--- config.mk ---
export PLATFORM = sky130hd
export DESIGN_NAME = fb_arbiter
export DESIGN_NICKNAME = d
export VERILOG_FILES = /design/src/rtl/fb_pkg.sv /design/src/rtl/fb_wr_fifo.sv /design/src/rtl/fb_arbiter.sv
export SDC_FILE = /design/constraint.sdc
export NUM_CORES = 1
export LEC_CHECK = 0
export CORE_UTILIZATION = 45
export DETAILED_ROUTE_END_ITERATION = 7
export PLACE_DENSITY = 0.78
export SETUP_SLACK_MARGIN = 0.1
export SLEW_MARGIN = 10
export SYNTH_ARGS = -nofsm -noshare
export SYNTH_HDL_FRONTEND = slang
export SYNTH_HIERARCHICAL = 1
export SYNTH_SLANG_ARGS = --single-unit
--- constraint.sdc ---
create_clock -name clk -period 4 [get_ports clk]
set_input_delay 0.8 -clock clk [delete_from_list [all_inputs] [get_ports clk]]
set_output_delay 0.8 -clock clk [all_outputs]
set_load 0.02 [all_outputs]
--- src/rtl/fb_pkg.sv ---
// Shared constants and types for the frame-buffer arbiter.
package fb_pkg;

  localparam int FB_W       = 160;
  localparam int FB_H       = 210;
  localparam int FB_SIZE    = FB_W * FB_H;
  localparam int PIX_W      = 7;
  localparam int ADDR_W     = 16;
  localparam int FIFO_DEPTH = 4;
  localparam int PTR_W      = $clog2(FIFO_DEPTH);
  localparam int LVL_W      = PTR_W + 1;

  // Who owns the BRAM port in a given cycle.
  typedef enum logic [1:0] {
    G_IDLE  = 2'd0,
    G_READ  = 2'd1,
    G_WRITE = 2'd2
  } grant_e;

  // One buffered pixel write.
  typedef struct packed {
    logic [ADDR_W-1:0] addr;
    logic [PIX_W-1:0]  data;
  } fb_entry_t;

endpackage

--- src/rtl/fb_wr_fifo.sv ---
// Small synchronous FIFO holding pixel writes until the BRAM port is free.
// The level is a separate counter so full/empty need no pointer tricks.
module fb_wr_fifo
  import fb_pkg::*;
(
  input  logic             clk,
  input  logic             reset,
  input  logic             push,
  input  fb_entry_t        push_entry,
  input  logic             pop,
  output fb_entry_t        head,
  output logic [LVL_W-1:0] level,
  output logic             full,
  output logic             empty
);

  fb_entry_t        mem [FIFO_DEPTH];
  logic [PTR_W-1:0] wr_ptr;
  logic [PTR_W-1:0] rd_ptr;

  // Storage array; contents need no reset because the level gates every read.
  always_ff @(posedge clk) begin
    if (push) begin
      mem[wr_ptr] <= push_entry;
    end
  end

  // Pointers wrap naturally; level tracks push/pop, unchanged when both occur.
  always_ff @(posedge clk) begin
    if (!reset) begin
      wr_ptr <= '0;
      rd_ptr <= '0;
      level  <= '0;
    end else begin
      if (push) wr_ptr <= wr_ptr + 1'b1;
      if (pop)  rd_ptr <= rd_ptr + 1'b1;
      case ({push, pop})
        2'b10:   level <= level + 1'b1;
        2'b01:   level <= level - 1'b1;
        default: level <= level;
      endcase
    end
  end

  assign head  = mem[rd_ptr];
  assign full  = (level == LVL_W'(FIFO_DEPTH));
  assign empty = (level == '0);

endmodule

--- src/rtl/fb_arbiter.sv ---
// Frame-buffer port arbiter: scan-out reads always win, TIA pixel writes are
// queued and drained into cycles without a read. No read/write forwarding.
//
// Writer handshake: a pixel transfers on a clk edge where wr_valid and
// wr_ready are both high; wr_ready depends only on the registered FIFO level
// (and is low while reset is held), never on the same-cycle pop.
module fb_arbiter
  import fb_pkg::*;
(
  input  logic              clk,
  input  logic              reset,
  input  logic              wr_valid,
  output logic              wr_ready,
  input  logic [ADDR_W-1:0] wr_addr,
  input  logic [PIX_W-1:0]  wr_data,
  input  logic [ADDR_W-1:0] vid_addr,
  output logic [PIX_W-1:0]  vid_data,
  output logic [ADDR_W-1:0] ram_addr,
  output logic              ram_we,
  output logic [PIX_W-1:0]  ram_wdata,
  input  logic [PIX_W-1:0]  ram_rdata,
  output logic [2:0]        fifo_level,
  output logic              oob_err
);

  grant_e            grant;
  grant_e            grant_q;
  logic [ADDR_W-1:0] last_addr;
  logic              fresh;
  logic              rd_req;
  logic              rd2;
  logic              accept;
  logic              in_range;
  logic              push;
  logic              pop;
  fb_entry_t         head;
  logic              full;
  logic              empty;

  // A read is wanted when the scan-out address moves, and always right after reset.
  assign rd_req   = fresh || (vid_addr != last_addr);

  assign wr_ready = reset && !full;
  assign accept   = wr_valid && wr_ready;
  assign in_range = (wr_addr < ADDR_W'(FB_SIZE));
  assign push     = accept && in_range;
  assign pop      = (grant == G_WRITE);

  fb_wr_fifo u_fifo (
    .clk        (clk),
    .reset      (reset),
    .push       (push),
    .push_entry ('{addr: wr_addr, data: wr_data}),
    .pop        (pop),
    .head       (head),
    .level      (fifo_level),
    .full       (full),
    .empty      (empty)
  );

  // Next grant: read first, then a queued write, otherwise idle.
  always_comb begin
    grant = G_IDLE;
    if (rd_req) begin
      grant = G_READ;
    end else if (!empty) begin
      grant = G_WRITE;
    end
  end

  // Grant register and the BRAM command it drives.
  always_ff @(posedge clk) begin
    if (!reset) begin
      grant_q   <= G_IDLE;
      ram_addr  <= '0;
      ram_wdata <= '0;
    end else begin
      grant_q <= grant;
      case (grant)
        G_READ: begin
          ram_addr <= vid_addr;
        end
        G_WRITE: begin
          ram_addr  <= head.addr;
          ram_wdata <= head.data;
        end
        default: begin
          ram_addr <= ram_addr;
        end
      endcase
    end
  end

  assign ram_we = (grant_q == G_WRITE);

  // Read detect and read-data pipeline; grant_q==G_READ is the first stage.
  always_ff @(posedge clk) begin
    if (!reset) begin
      last_addr <= '1;
      fresh     <= 1'b1;
      rd2       <= 1'b0;
      vid_data  <= '0;
    end else begin
      fresh <= 1'b0;
      if (rd_req) last_addr <= vid_addr;
      rd2 <= (grant_q == G_READ);
      if (rd2) vid_data <= ram_rdata;
    end
  end

  // Sticky flag for writes discarded by the range check.
  always_ff @(posedge clk) begin
    if (!reset) begin
      oob_err <= 1'b0;
    end else if (accept && !in_range) begin
      oob_err <= 1'b1;
    end
  end

endmodule

**After elaboration in Yosys (flattened, before gate mapping)**

Memories as Yosys holds them, arrays and structs flattened. A register that Yosys moved wholly into a read port is not among the register bits.
Cells that the tools add are included.

- Register bits after elaboration: 58
- Bits in writable memories: 92
- Logic and storage cells: 44
- Memories kept: 1

- Add/sub/neg operators: 4
- Order comparisons: 1
- Equality and inequality tests: 8
- Mux-type cells: 9
- Reductions and logical operators: 10

Memories:

| name | depth | width | rd ports | clocked after Yosys merged registers in | wr ports | RTL line | source |
|---|---|---|---|---|---|---|---|
| u_fifo.mem | 4 | 23 | 1 | 1 | 1 | fb_wr_fifo.sv:17 | `fb_entry_t mem [FIFO_DEPTH];` |

Operator list:

| cell | count |
|---|---|
| $pmux 16 s2 | 1 |
| $lt 16x16->1 const B | 1 |
| $ne 16x16->1 | 1 |
| $mux 2 | 4 |
| $eq 2x1->1 const B | 3 |
| $eq 2x2->1 const B | 3 |
| $pmux 3 s2 | 1 |
| $add 2x1->2 const B | 2 |
| $logic_and 1x1->1 | 4 |
| $reduce_bool 2->1 | 2 |
| $add 3x1->3 const B | 1 |
| $eq 3x3->1 const B | 1 |
| $logic_not 3->1 | 1 |
| $mux 1 | 3 |
| $sub 3x1->3 const B | 1 |
| $logic_not 1->1 | 2 |
| $logic_or 1x1->1 | 1 |

**Logic depth before layout (Yosys ltp)**

- Depth in word-level cells: 7
- Depth in mapped cells: 11

**By module**

Netlist, hierarchy kept.

By module, submodules not included:

| module | instances | cells an instance | area an instance (um^2) | seq. area each (um^2) |
|---|---|---|---|---|
| fb_wr_fifo | 1 | 166 | 3,803.6 | 2,942.8 |
| fb_arbiter | 1 | 205 | 2,163.3 | 1,021.0 |

**Worst setup path after synthesis**

No wires, ideal clock.

- Path kind: input to register
- Start: input port vid_addr[0]
- End: register u_fifo.level[2]
- Arrival: 2.930 ns
- Required time: 3.924 ns
- Setup slack: 0.994 ns
- Stages: 10
- Path through: xor2_1 > nor4_2 > nand4_1 > nor2_4 > ha_1 > inv_1 > fa_1 > xor2_1 > or3_1 > a21boi_0

- Word-level cells in the longest chain between the ends: 6
- Elaborated cells between the ends (all ways): 8
- Classes of those cells: eq/ne: 4; mux: 2; reduce/logical: 2

Ends and longest elaborated chain:

| element | RTL line | source |
|---|---|---|
| start: declaration | fb_arbiter.sv:16 | `input logic [ADDR_W-1:0] vid_addr,` |
| $ne 16x16->1 (*) | fb_arbiter.sv:41 | `assign rd_req = fresh \|\| (vid_addr != last_addr);` |
| $logic_or 1x1->1 (*) | fb_arbiter.sv:41 |  |
| $mux 2 (*) | fb_arbiter.sv:64 | `if (rd_req) begin` |
| $eq 2x2->1 (*) | fb_arbiter.sv:47 | `assign pop = (grant == G_WRITE);` |
| via pop | fb_arbiter.sv:35 | `logic pop;` |
| $eq 2x1->1 or $eq 2x2->1 (tied branches) | fb_wr_fifo.sv:37 | `case ({push, pop})` |
| $pmux 3 s2 or $reduce_bool 2->1 (tied branches) | -- |  |
| end signal: assignment | fb_wr_fifo.sv:38 | `2'b10: level <= level + 1'b1;` |
| end signal: assignment | fb_wr_fifo.sv:39 | `2'b01: level <= level - 1'b1;` |
| end signal: assignment | fb_wr_fifo.sv:40 | `default: level <= level;` |
| end: declaration | fb_wr_fifo.sv:12 | `output logic [LVL_W-1:0] level,` |

The timed path passes the listed nets; every way through them passes the cells marked *.
A chain may end at the register's enable or synchronous reset.

**Worst setup path in the final report**

- Start: input port vid_addr[7]
- End: register u_fifo.level[2]

Same word-level chain as after synthesis.

==> out/qor.txt <==
Worst relative slew slack - 20.5%
Max-Cap Viols - 0
Via density - 5.13
Complex-gate fraction of the synthesized area - 5.37%
Pwr Density - 465 nW/µm²
Tcrit/Tclk final - 76.8%
CP bufs+invs - 2
RSZ-0062 raised after global routing - no
Min-Delay Path Depth - 1
DRC Markers - 0
Yosys warning count - 6
Placed instance count - 618
Crit path from - vid_addr[7]
Initial antenna violation count - 0
Final core utilization - 59.4%
Post-Synth Adder-Cell Area - 1.38%
Total core area - 12800 µm²
Worst EP arrival - 3.41 ns
Largest family of logic cells by synthesized area - multiplexers
TritonCTS clock tree - done
Final Hold Vio Count - 0
Critical path endpoint category - flip-flop
Ys flop type - edfxtp_1
Die Span Y - 117 µm
FP Rows - 41
GRT Util Overall - 18.4%
Yosys cell types - 39
Cts hold-fix bufs - 0
Pre-Repair DR Iteration Count - 4
Final wirelength - 11800 µm
Seq cells post-synth - 152
Maximum VDD drop - 0.282 mV
Flop-to-flop setup slack - 1.48 ns
Boundary Pins - 85
FMAX - 326 MHz
DRT iter0 DRCs - 258
Status - finished clean
Syn Std Cell Area - 5970 µm²
Largest net degree at the start of global routing - 41
Finished Layout Cells - 650
Via count - 3335
Commonest cells after routing, fill and taps aside - edfxtp_1, clkdlybuf4s50_1, dfxtp_1
CP peak stage delay - 0.46 ns
Setup TNS Final - 0 ns
Vias in the first global route - 3466
Hpwl dp - 7490 µm
Clock Pin Slew Worst Setup and Hold Paths - 0.06 ns
Share of cells above drive strength 1 - 16.5%
CP Launch Type - input pin
CP Class - in -> reg
Maximum clock path buffer count - 2
Crit. path cell count - 11
Final ANT Viol Nets - 0
Critical path's slowest cell - clkdlybuf4s50_1
Post-synthesis mux area share - 14.1%
Diode count - 0
Static leakage - 2.62 nW
Critical R2R Launch - last_addr[7]
CTS Buf Count - 17
Max Fanout on Critical Path - 3
H-tree depth - 4
Syn nets - 426
Clock Skews - 0.00827 ns
Synth async-reset ratio - 0%
Tmin final - 3.07 ns
Slew Viols, Final - 0
Design Area, Final - 7580 µm²
Clock Latency Late Sink - 0.42 ns
Nets - 520
Total gr overflow - 0
Clk sinks - 152
Global-route wire length before repair - 18200 µm
Reg-to-Reg End - u_fifo/level[2]
Die X - 117 µm
Most common library cell in the layout ignoring fill and taps - edfxtp_1
Hold WC Path Type - reg -> reg
Post-synthesis sequential area ratio - 66.4%
CP Cell Sequence - clkdlybuf4s50_1 -> xor2_1 -> nor4_2 -> nand4_1 -> nor2_4 -> ha_1 -> inv_1 -> fa_1 -> xor2_1 -> or3_1 -> a21boi_0
Crit path required time - 4.34 ns
Area grow syn2layout - 27.1%
Pwr Total - 3.53 mW
Post-synth EDFFs - 92
Synth Area in Simple Gates - 6.88%
R2r worst-path depth - 10
Post-Syn Instances - 371
Most used cell, CP - xor2_1
CP endpoint - u_fifo/level[2]
Worst-margin pin slew - 1.19 ns
GP Congestion - 0.728
Mean Syn Cell Area - 16.1 µm²
Wire per inst - 18.1 µm
Starting Density - 46.7%
CP top delay family - simple AND/OR/NAND/NOR gates
XOR/XNOR share of the synthesized area - 3.08%
Setup-failing EPs final - 0
Placement Cell Area - 6990 µm²
Buffers on Ports - 84
FILL cells - 922
Post-cts resize count - 0
Post-CTS Setup Inserts - 0
CTS root buffer - clkbuf_16
Die area - 13700 µm²
-- state kept, by name, indices dropped and copies added, names as in the netlist, 2 cells and up, named ones only --
signal,count
u_fifo/mem,92
last_addr,16
ram_addr,16
ram_wdata,7
vid_data,7
u_fifo/level,3
grant_q,2
u_fifo/rd_ptr,2
u_fifo/wr_ptr,2
-- metrics by stage --
| stage | hold WS, ns | setup slack [ns] |
|---|---|---|
| finish | 0.403 | 0.929 |
| detailed placement | 0.399 | 0.506 |
| CTS | 0.408 | 0.922 |
| floorplan | 0.382 | 0.994 |
| global route | 0.413 | 0.773 |
| global placement | 0.397 | 0.570 |
-- worst min path at each step --
stage                           from   to  slack [ns]
final                     grant_q[1]  rd2        0.40
after global routing      grant_q[1]  rd2        0.41
after CTS                 grant_q[1]  rd2        0.41
after detailed placement  grant_q[1]  rd2        0.40
after global placement    grant_q[1]  rd2        0.40
after floorplan           grant_q[1]  rd2        0.38
-- report_power, final --
part           total [mW]  internal, mW  switching [mW]
combinational       0.230         0.114           0.115
clock                1.58         0.931           0.653
sequential           1.71          1.69          0.0177
total                3.53          2.74           0.786
-- per-layer routing --
metal / share of wire (%) / track usage (%)
met5: 0 / 0
met1: 43 / 23.2
met2: 50 / 29.7
met3: 5.3 / 5.46
met4: 1.4 / 8.02
-- cells in the mapped netlist (2+ instances only) --
| cell type | count | area share [%] |
|---|---|---|
| edfxtp_1 | 92 | 46 |
| dfxtp_1 | 60 | 20 |
| mux2i_1 | 31 | 5.2 |
| mux4_2 | 20 | 7.5 |
| xor2_1 | 19 | 2.8 |
| nand2_1 | 18 | 1.1 |
| a21oi_1 | 17 | 1.4 |
| nand2b_1 | 17 | 1.8 |
| nor2_1 | 11 | 0.69 |
| a311oi_2 | 10 | 2.5 |
| and2_1 | 10 | 1.0 |
| clkbuf_1 | 8 | 0.50 |
| a311oi_1 | 6 | 0.88 |
| inv_1 | 6 | 0.38 |
| buf_2 | 5 | 0.42 |
| ha_1 | 5 | 1.0 |
| buf_6 | 3 | 0.57 |
| mux4_1 | 3 | 1.3 |
| nor3_1 | 3 | 0.25 |
| nor4_2 | 3 | 0.63 |
| and3_1 | 2 | 0.21 |
| buf_12 | 2 | 0.67 |
| nor2b_1 | 2 | 0.21 |
| o21ai_0 | 2 | 0.17 |
| xnor2_1 | 2 | 0.29 |
-- cells by family (layout without fill, tap and decap cells) --
kind of cell,after synthesis,in the layout
multiplexers,54,54
AO/OA/AOI/OAI,38,38
buffers and inverters,27,134
flip-flops,152,152
XOR/XNOR,21,21
AND/OR/NAND/NOR,73,73
adder cells (fa/ha/maj),6,6
-- area by class of cell --
type | count | area, µm² | share of cell area, %
flip-flops and latches | 152 | 3960 | 52.3
multi-input cells | 192 | 1850 | 24.4
repair buffers | 95 | 936 | 12.3
clock buffers | 17 | 425 | 5.61
well taps | 172 | 215 | 2.84
clock inverters | 15 | 168 | 2.21
inverters | 7 | 26.3 | 0.347
No activity file was read; power rests on OpenSTA's default activity.
